`config.mk`:
```
export PLATFORM = sky130hd
export DESIGN_NAME = apb_master_bridge_flat
export DESIGN_NICKNAME = d
export VERILOG_FILES = /design/src/rtl/apb_pkg.sv /design/src/rtl/apb_master_bridge_if.sv /design/src/rtl/apb_master_bridge.sv /design/src/flat_wrapper.sv
export SDC_FILE = /design/constraint.sdc
export NUM_CORES = 1
export LEC_CHECK = 0
export BUFFER_PORTS_ARGS = -buffer_cell sky130_fd_sc_hd__buf_2
export CAP_MARGIN = 20
export CELL_PAD_IN_SITES_DETAIL_PLACEMENT = 1
export CELL_PAD_IN_SITES_GLOBAL_PLACEMENT = 1
export CORE_MARGIN = 2
export CORE_UTILIZATION = 39
export DETAILED_ROUTE_END_ITERATION = 10
export GPL_TIMING_DRIVEN = 0
export PLACE_DENSITY = 0.93
export SYNTH_ARGS = -nofsm -noshare
export SYNTH_HDL_FRONTEND = slang
export SYNTH_SLANG_ARGS = --single-unit
```
`constraint.sdc`:
```
create_clock -name Pclk -period 3.3 [get_ports Pclk]
set_clock_uncertainty 0.2 [all_clocks]
set_input_delay 0.33 -clock Pclk [delete_from_list [all_inputs] [get_ports Pclk]]
set_output_delay 0.33 -clock Pclk [all_outputs]
set_load 0.05 [all_outputs]
```
`src/rtl/apb_pkg.sv`:
```
// Shared APB definitions: bus widths, bridge FSM states and peripheral register offsets.
package apb_pkg;

  localparam int unsigned APB_ADDR_W = 32;
  localparam int unsigned APB_DATA_W = 32;

  // Register offsets inside the APB window, used by the bench and firmware.
  localparam logic [APB_ADDR_W-1:0] LED = 32'h0000_0000;
  localparam logic [APB_ADDR_W-1:0] SW1 = 32'h0000_0004;
  localparam logic [APB_ADDR_W-1:0] SW2 = 32'h0000_0008;
  localparam logic [APB_ADDR_W-1:0] SEG = 32'h0000_000C;

  typedef enum logic [1:0] {
    StIdle,
    StSetup,
    StAccess,
    StResp
  } apb_state_e;

endpackage

```
`src/rtl/apb_master_bridge_if.sv`:
```
// Request/response channel and APB bus bundle for the master bridge.
interface apb_master_bridge_if
  import apb_pkg::*;
();

  // Core-side request channel
  logic                  req_valid;
  logic                  req_ready;
  logic [APB_ADDR_W-1:0] req_addr;
  logic                  req_write;
  logic [APB_DATA_W-1:0] req_wdata;

  // Core-side response channel
  logic                  rsp_valid;
  logic                  rsp_ready;
  logic [APB_DATA_W-1:0] rsp_rdata;
  logic                  rsp_err;

  // APB bus
  logic [APB_ADDR_W-1:0] Paddr;
  logic                  Pwrite;
  logic                  Psel;
  logic                  Penable;
  logic [APB_DATA_W-1:0] Pwdata;
  logic [APB_DATA_W-1:0] Prdata;
  logic                  Pready;
  logic                  Pslverr;

  // Bridge side
  modport master (
    input  req_valid, req_addr, req_write, req_wdata, rsp_ready, Prdata, Pready, Pslverr,
    output req_ready, rsp_valid, rsp_rdata, rsp_err, Paddr, Pwrite, Psel, Penable, Pwdata
  );

  // Core plus responder side
  modport slave (
    output req_valid, req_addr, req_write, req_wdata, rsp_ready, Prdata, Pready, Pslverr,
    input  req_ready, rsp_valid, rsp_rdata, rsp_err, Paddr, Pwrite, Psel, Penable, Pwdata
  );

endinterface

```
`src/rtl/apb_master_bridge.sv`:
```
// APB initiator: turns one outstanding valid/ready request into an APB SETUP/ACCESS
// transfer, with window/alignment decode errors and a stuck-slave timeout.
module apb_master_bridge
  import apb_pkg::*;
#(
  parameter logic [APB_ADDR_W-1:0] BASE_ADDR = 32'h2000_0000,
  parameter logic [APB_ADDR_W-1:0] WIN_SIZE  = 32'h0000_1000,
  parameter int unsigned           TIMEOUT   = 16
) (
  input logic                 Pclk,
  input logic                 Prst_n,
  apb_master_bridge_if.master bus
);

  localparam int unsigned CntW = (TIMEOUT == 0) ? 1 : $clog2(TIMEOUT + 1);
  localparam logic [CntW-1:0] CntLast = (TIMEOUT == 0) ? '0 : CntW'(TIMEOUT - 1);

  apb_state_e            state_q, state_d;
  logic [CntW-1:0]       cnt_q, cnt_d;
  logic                  req_ready_q, req_ready_d;
  logic [APB_DATA_W-1:0] rdata_q, rdata_d;
  logic                  err_q, err_d;
  logic [APB_ADDR_W-1:0] paddr_q, paddr_d;
  logic                  pwrite_q, pwrite_d;
  logic [APB_DATA_W-1:0] pwdata_q, pwdata_d;

  logic [APB_ADDR_W:0]   offset;
  logic                  addr_ok;
  logic                  req_hs;

  // One extra bit keeps addresses below BASE_ADDR from wrapping into the window.
  assign offset  = {1'b0, bus.req_addr} - {1'b0, BASE_ADDR};
  assign addr_ok = !offset[APB_ADDR_W] && (offset[APB_ADDR_W-1:0] < WIN_SIZE) &&
                   (bus.req_addr[1:0] == 2'b00);
  assign req_hs  = bus.req_valid && req_ready_q;

  // Next-state, timeout counter and response capture.
  always_comb begin
    state_d  = state_q;
    cnt_d    = cnt_q;
    rdata_d  = rdata_q;
    err_d    = err_q;
    paddr_d  = paddr_q;
    pwrite_d = pwrite_q;
    pwdata_d = pwdata_q;
    unique case (state_q)
      StIdle: begin
        if (req_hs) begin
          paddr_d  = bus.req_addr;
          pwrite_d = bus.req_write;
          pwdata_d = bus.req_wdata;
          if (addr_ok) begin
            state_d = StSetup;
          end else begin
            state_d = StResp;
            rdata_d = '0;
            err_d   = 1'b1;
          end
        end
      end
      StSetup: begin
        state_d = StAccess;
        cnt_d   = '0;
      end
      StAccess: begin
        if (bus.Pready) begin
          rdata_d = pwrite_q ? '0 : bus.Prdata;
          err_d   = bus.Pslverr;
          state_d = StResp;
        end else if ((TIMEOUT != 0) && (cnt_q == CntLast)) begin
          rdata_d = '0;
          err_d   = 1'b1;
          state_d = StResp;
        end else if (cnt_q != '1) begin
          cnt_d = cnt_q + 1'b1;
        end
      end
      StResp: begin
        if (bus.rsp_ready) state_d = StIdle;
      end
      default: state_d = StIdle;
    endcase
    // Registered so req_ready stays low while reset is held.
    req_ready_d = (state_d == StIdle);
  end

  // State and datapath registers.
  always_ff @(posedge Pclk or negedge Prst_n) begin
    if (!Prst_n) begin
      state_q     <= StIdle;
      cnt_q       <= '0;
      req_ready_q <= 1'b0;
      rdata_q     <= '0;
      err_q       <= 1'b0;
      paddr_q     <= '0;
      pwrite_q    <= 1'b0;
      pwdata_q    <= '0;
    end else begin
      state_q     <= state_d;
      cnt_q       <= cnt_d;
      req_ready_q <= req_ready_d;
      rdata_q     <= rdata_d;
      err_q       <= err_d;
      paddr_q     <= paddr_d;
      pwrite_q    <= pwrite_d;
      pwdata_q    <= pwdata_d;
    end
  end

  assign bus.req_ready = req_ready_q;
  assign bus.rsp_valid = (state_q == StResp);
  assign bus.rsp_rdata = rdata_q;
  assign bus.rsp_err   = err_q;
  assign bus.Psel      = (state_q == StSetup) || (state_q == StAccess);
  assign bus.Penable   = (state_q == StAccess);
  assign bus.Paddr     = paddr_q;
  assign bus.Pwrite    = pwrite_q;
  assign bus.Pwdata    = pwdata_q;

endmodule

```
`src/flat_wrapper.sv`:
```
// flat-port wrapper written by rule: the top's interface ports become plain ports
module apb_master_bridge_flat import apb_pkg::*;
#(
  parameter logic [APB_ADDR_W-1:0] BASE_ADDR = 32'h2000_0000,
  parameter logic [APB_ADDR_W-1:0] WIN_SIZE  = 32'h0000_1000,
  parameter int unsigned           TIMEOUT   = 16
)
  (Pclk, Prst_n, bus_req_valid, bus_req_addr, bus_req_write, bus_req_wdata, bus_rsp_ready, bus_Prdata, bus_Pready, bus_Pslverr, bus_req_ready, bus_rsp_valid, bus_rsp_rdata, bus_rsp_err, bus_Paddr, bus_Pwrite, bus_Psel, bus_Penable, bus_Pwdata);
  apb_master_bridge_if bus_i ();
  input logic Pclk;
  input logic Prst_n;
  input wire logic [$bits(bus_i.req_valid)-1:0] bus_req_valid;
  input wire logic [$bits(bus_i.req_addr)-1:0] bus_req_addr;
  input wire logic [$bits(bus_i.req_write)-1:0] bus_req_write;
  input wire logic [$bits(bus_i.req_wdata)-1:0] bus_req_wdata;
  input wire logic [$bits(bus_i.rsp_ready)-1:0] bus_rsp_ready;
  input wire logic [$bits(bus_i.Prdata)-1:0] bus_Prdata;
  input wire logic [$bits(bus_i.Pready)-1:0] bus_Pready;
  input wire logic [$bits(bus_i.Pslverr)-1:0] bus_Pslverr;
  output wire logic [$bits(bus_i.req_ready)-1:0] bus_req_ready;
  output wire logic [$bits(bus_i.rsp_valid)-1:0] bus_rsp_valid;
  output wire logic [$bits(bus_i.rsp_rdata)-1:0] bus_rsp_rdata;
  output wire logic [$bits(bus_i.rsp_err)-1:0] bus_rsp_err;
  output wire logic [$bits(bus_i.Paddr)-1:0] bus_Paddr;
  output wire logic [$bits(bus_i.Pwrite)-1:0] bus_Pwrite;
  output wire logic [$bits(bus_i.Psel)-1:0] bus_Psel;
  output wire logic [$bits(bus_i.Penable)-1:0] bus_Penable;
  output wire logic [$bits(bus_i.Pwdata)-1:0] bus_Pwdata;
  assign bus_i.req_valid = bus_req_valid;
  assign bus_i.req_addr = bus_req_addr;
  assign bus_i.req_write = bus_req_write;
  assign bus_i.req_wdata = bus_req_wdata;
  assign bus_i.rsp_ready = bus_rsp_ready;
  assign bus_i.Prdata = bus_Prdata;
  assign bus_i.Pready = bus_Pready;
  assign bus_i.Pslverr = bus_Pslverr;
  assign bus_req_ready = bus_i.req_ready;
  assign bus_rsp_valid = bus_i.rsp_valid;
  assign bus_rsp_rdata = bus_i.rsp_rdata;
  assign bus_rsp_err = bus_i.rsp_err;
  assign bus_Paddr = bus_i.Paddr;
  assign bus_Pwrite = bus_i.Pwrite;
  assign bus_Psel = bus_i.Psel;
  assign bus_Penable = bus_i.Penable;
  assign bus_Pwdata = bus_i.Pwdata;
  apb_master_bridge #(.BASE_ADDR(BASE_ADDR), .WIN_SIZE(WIN_SIZE), .TIMEOUT(TIMEOUT)) u_core (.Pclk(Pclk), .Prst_n(Prst_n), .bus(bus_i));
endmodule
```
==> reports/qor.yml <==
drt:
  ant_nets: 0
  routedWlPerCell_um: 18.19
  route.met3.wl_um: 876
  vias: 3478
  drc_errors: 0
  routed_wl_um: 12480
  wl_met2_um: 6743
  wl_met1_um: 4505
  routed.top_layer: "met4"
  dr.first_iter.drc_count: 147
  vias_per_cell: 5.070
  dr.pass1.iters: 4
floorplanning:
  die_w_um: 112.5
  start_util: 0.4000
  ios: 205
  num_rows: 39
  die_area_um2: 12650
  core_area_um2: 11470
  die_y_um: 112.5
placed_design:
  post-dp-hpwl_um: 9752
  place_ws_ns: 0.5207
  gp_congestion: 0.7457
  place_area_um2: 5817
  portBuffers: 204
cts:
  numClockSinks: 106
  clkTransAtPathRegs_ns: 0.07
  numCtsBuffers: 9
  clk_latency_ns: 0.34
  cts_tree: "built"
  cts_root_buffer: "clkbuf_16"
  h-tree-depth: 3
  clockBufferDepth: 2
  postCtsSetupBuffers: 0
logic_synthesis:
  yosysTopAreaCellShare: 0.5783
  synth_cells: 321
  synthArstFlopShare: 1.000
  synth_edf_count: 0
  ys_warn_count: 0
  synth_area_um2: 4587
  syn_nets: 432
  synthFlopType: "dfrtp_1"
  yosysTopAreaCell: "dfrtp_1"
  synth_seq_area_share: 0.5783
  postSynthAreaPerCell_um2: 14.29
  synth_seq_cells: 106
  ys_types: 28
  synthTopCellsByArea: "dfrtp_1, mux2_2, o2bb2ai_2"
timing:
  worst_slew_pin_slew_ns: 0.7047
  final_hold_viol_count: 0
  finalSetupViolCount: 0
  rsz0062_at_grt: "no"
  fin_tns_setup_ns: 0
  fin_ws_ns: 0.6120
  slew_violations: 0
  final.min_clock_period_ns: 2.688
  min_period_over_period: 0.8145
  relSlewSlack: 0.5290
  fmax_ghz: 0.3720
critical_path:
  crit_type: "flip-flop to flip-flop"
  arrival_ns: 2.77
  required_ns: 3.38
  start_kind: "flip-flop"
  path_cells: "inv_1 -> ha_1 -> nand3_1 -> a22oi_2 -> clkbuf_1 -> nand3_1 -> o2bb2ai_2"
  slowest_stage: "a22oi_2"
  slowest_delay_ns: 0.53
  critPathCaptureType: "flip-flop"
  worstPathMaxFanout: 10
  reg2reg_depth: 7
  crit_top_cell: "nand3_1"
flow_run:
  drv_cap: 0
power_and_ir_drop:
  cellLeakagePower_nw: 3.022
  power_density_nw_per_um2: 1242
  ir_drop_mv: 0.6801
  power_w: 0.007588
cells_and_area:
  finalNetCount: 649
  finalInstanceArea_um2: 6110
  final_common_cell: "buf_2"
  area_delta_synth_final_pct: 33.20
  final_util: 0.5328
  final_cell_mix: "buf_2, dfrtp_1, mux2_2"
  layout-drive-gt1-share: 0.6022
  diodes: 0
grt:
  grt_pass1_wl_um: 20170
  grtUsageTotal: 0.2039
  grt_overflow_total: 0
  grt_max_degree: 64
  antenna_found_initial: 0
  grt_pass1_vias: 3960
worst_hold_path:
  hold_path.class: "input port to flip-flop"
  min_path_cells: 2
run_status:
  status: "completed"
[stage by stage]
| stage | hold WS, ns | instances |
|---|---|---|
| final | 0.01684 | 686 |
| after global routing | 0.007574 | 686 |
| after CTS | 0.002432 | 686 |
| after detailed placement | 0.1733 | 669 |
| after global placement | 0.2599 | 668 |
| after floorplan | -0.1656 | 321 |
[state kept, by name (all words and copies together), names as in the netlist]
signal	flops
u_core.bus.rsp_err	1
u_core.state_q	2
u_core.cnt_q	5
u_core.bus.Paddr	32
u_core.bus.Pwdata	32
u_core.bus.rsp_rdata	32
u_core.bus.Pwrite	1
u_core.bus.req_ready	1
[cell usage after synthesis (all sizes together), types with 2 or more instances]
cell,count
nand4,2
mux2,63
nor4b,3
clkbuf,14
xor2,4
nor3,3
nor2b,2
nand2b,4
nand3,33
inv,7
mux2i,2
ha,8
o2bb2ai,32
buf,6
nand2,9
o21ai,7
nor4,3
nor2,8
dfrtp,106
[per-layer routing]
layer | up-vias | global-route usage
met5 | - | 0
met4 | 0 | 0.08862
met3 | 25 | 0.06479
met2 | 127 | 0.3711
met1 | 1731 | 0.2164
li1 | 1595 | -
[power by group]
part           leakage (nW)  internal [W]  switching, W
Sequential             1.33       0.00191      0.000360
Clock                 0.139      0.000552      0.000467
Combinational          1.55       0.00119       0.00311
Total                  3.02       0.00365       0.00394
[cells by family after synthesis]
logic type / after synthesis / synth area share
AOI/OAI and AO/OA: 43 / 0.1219
DFF: 106 / 0.5783
adders and majority gates: 8 / 0.02182
muxes: 65 / 0.1590
buffers and inverters: 27 / 0.02782
xor gates and xnor gates: 4 / 0.007637
and+or+nand+nor: 68 / 0.08347
[layout make-up]
type                    count  area (µm²)
repair buffers            206        1061
plain buffers              20       101.3
multi-input cells         188        1807
flip-flops and latches    106        2653
well taps                 143       178.9
clock buffers              12       256.5
clock inverters             4       26.28
fillers                  1250        5358
inverters                   7       26.28
[critical path, delay by kind of cell, from the launching register on]
| family | cells | cell delay [ns] |
|---|---|---|
| AOI/OAI and AO/OA | 2 | 0.70 |
| and+or+nand+nor | 2 | 0.53 |
| buffers and inverters | 2 | 0.51 |
| DFF | 1 | 0.40 |
| adders and majority gates | 1 | 0.28 |
[final timing paths]
path / start / to / slack [ns]
hold / removal: bus_req_write / u_core.bus.Pwrite / 0.02
setup reg to reg: u_core.state_q[0] / u_core.bus.rsp_rdata[22] / 0.61
min in group asynchronous: Prst_n / u_core.bus.rsp_rdata[3] / 0.33
hold reg to reg: u_core.bus.Paddr[29] / u_core.bus.Paddr[29] / 0.28
max in group asynchronous: Prst_n / u_core.bus.Pwdata[9] / 1.85
setup / recovery: u_core.state_q[0] / u_core.bus.rsp_rdata[22] / 0.61
[timing repair]
item / in CTS / in global routing
endpoints found under the hold margin: 43 / 0
hold buffers: 1 / 0
setup endpoints to repair: 0 / 0
gates resized for setup: 0 / 0
(Power assumes the default switching activity.)
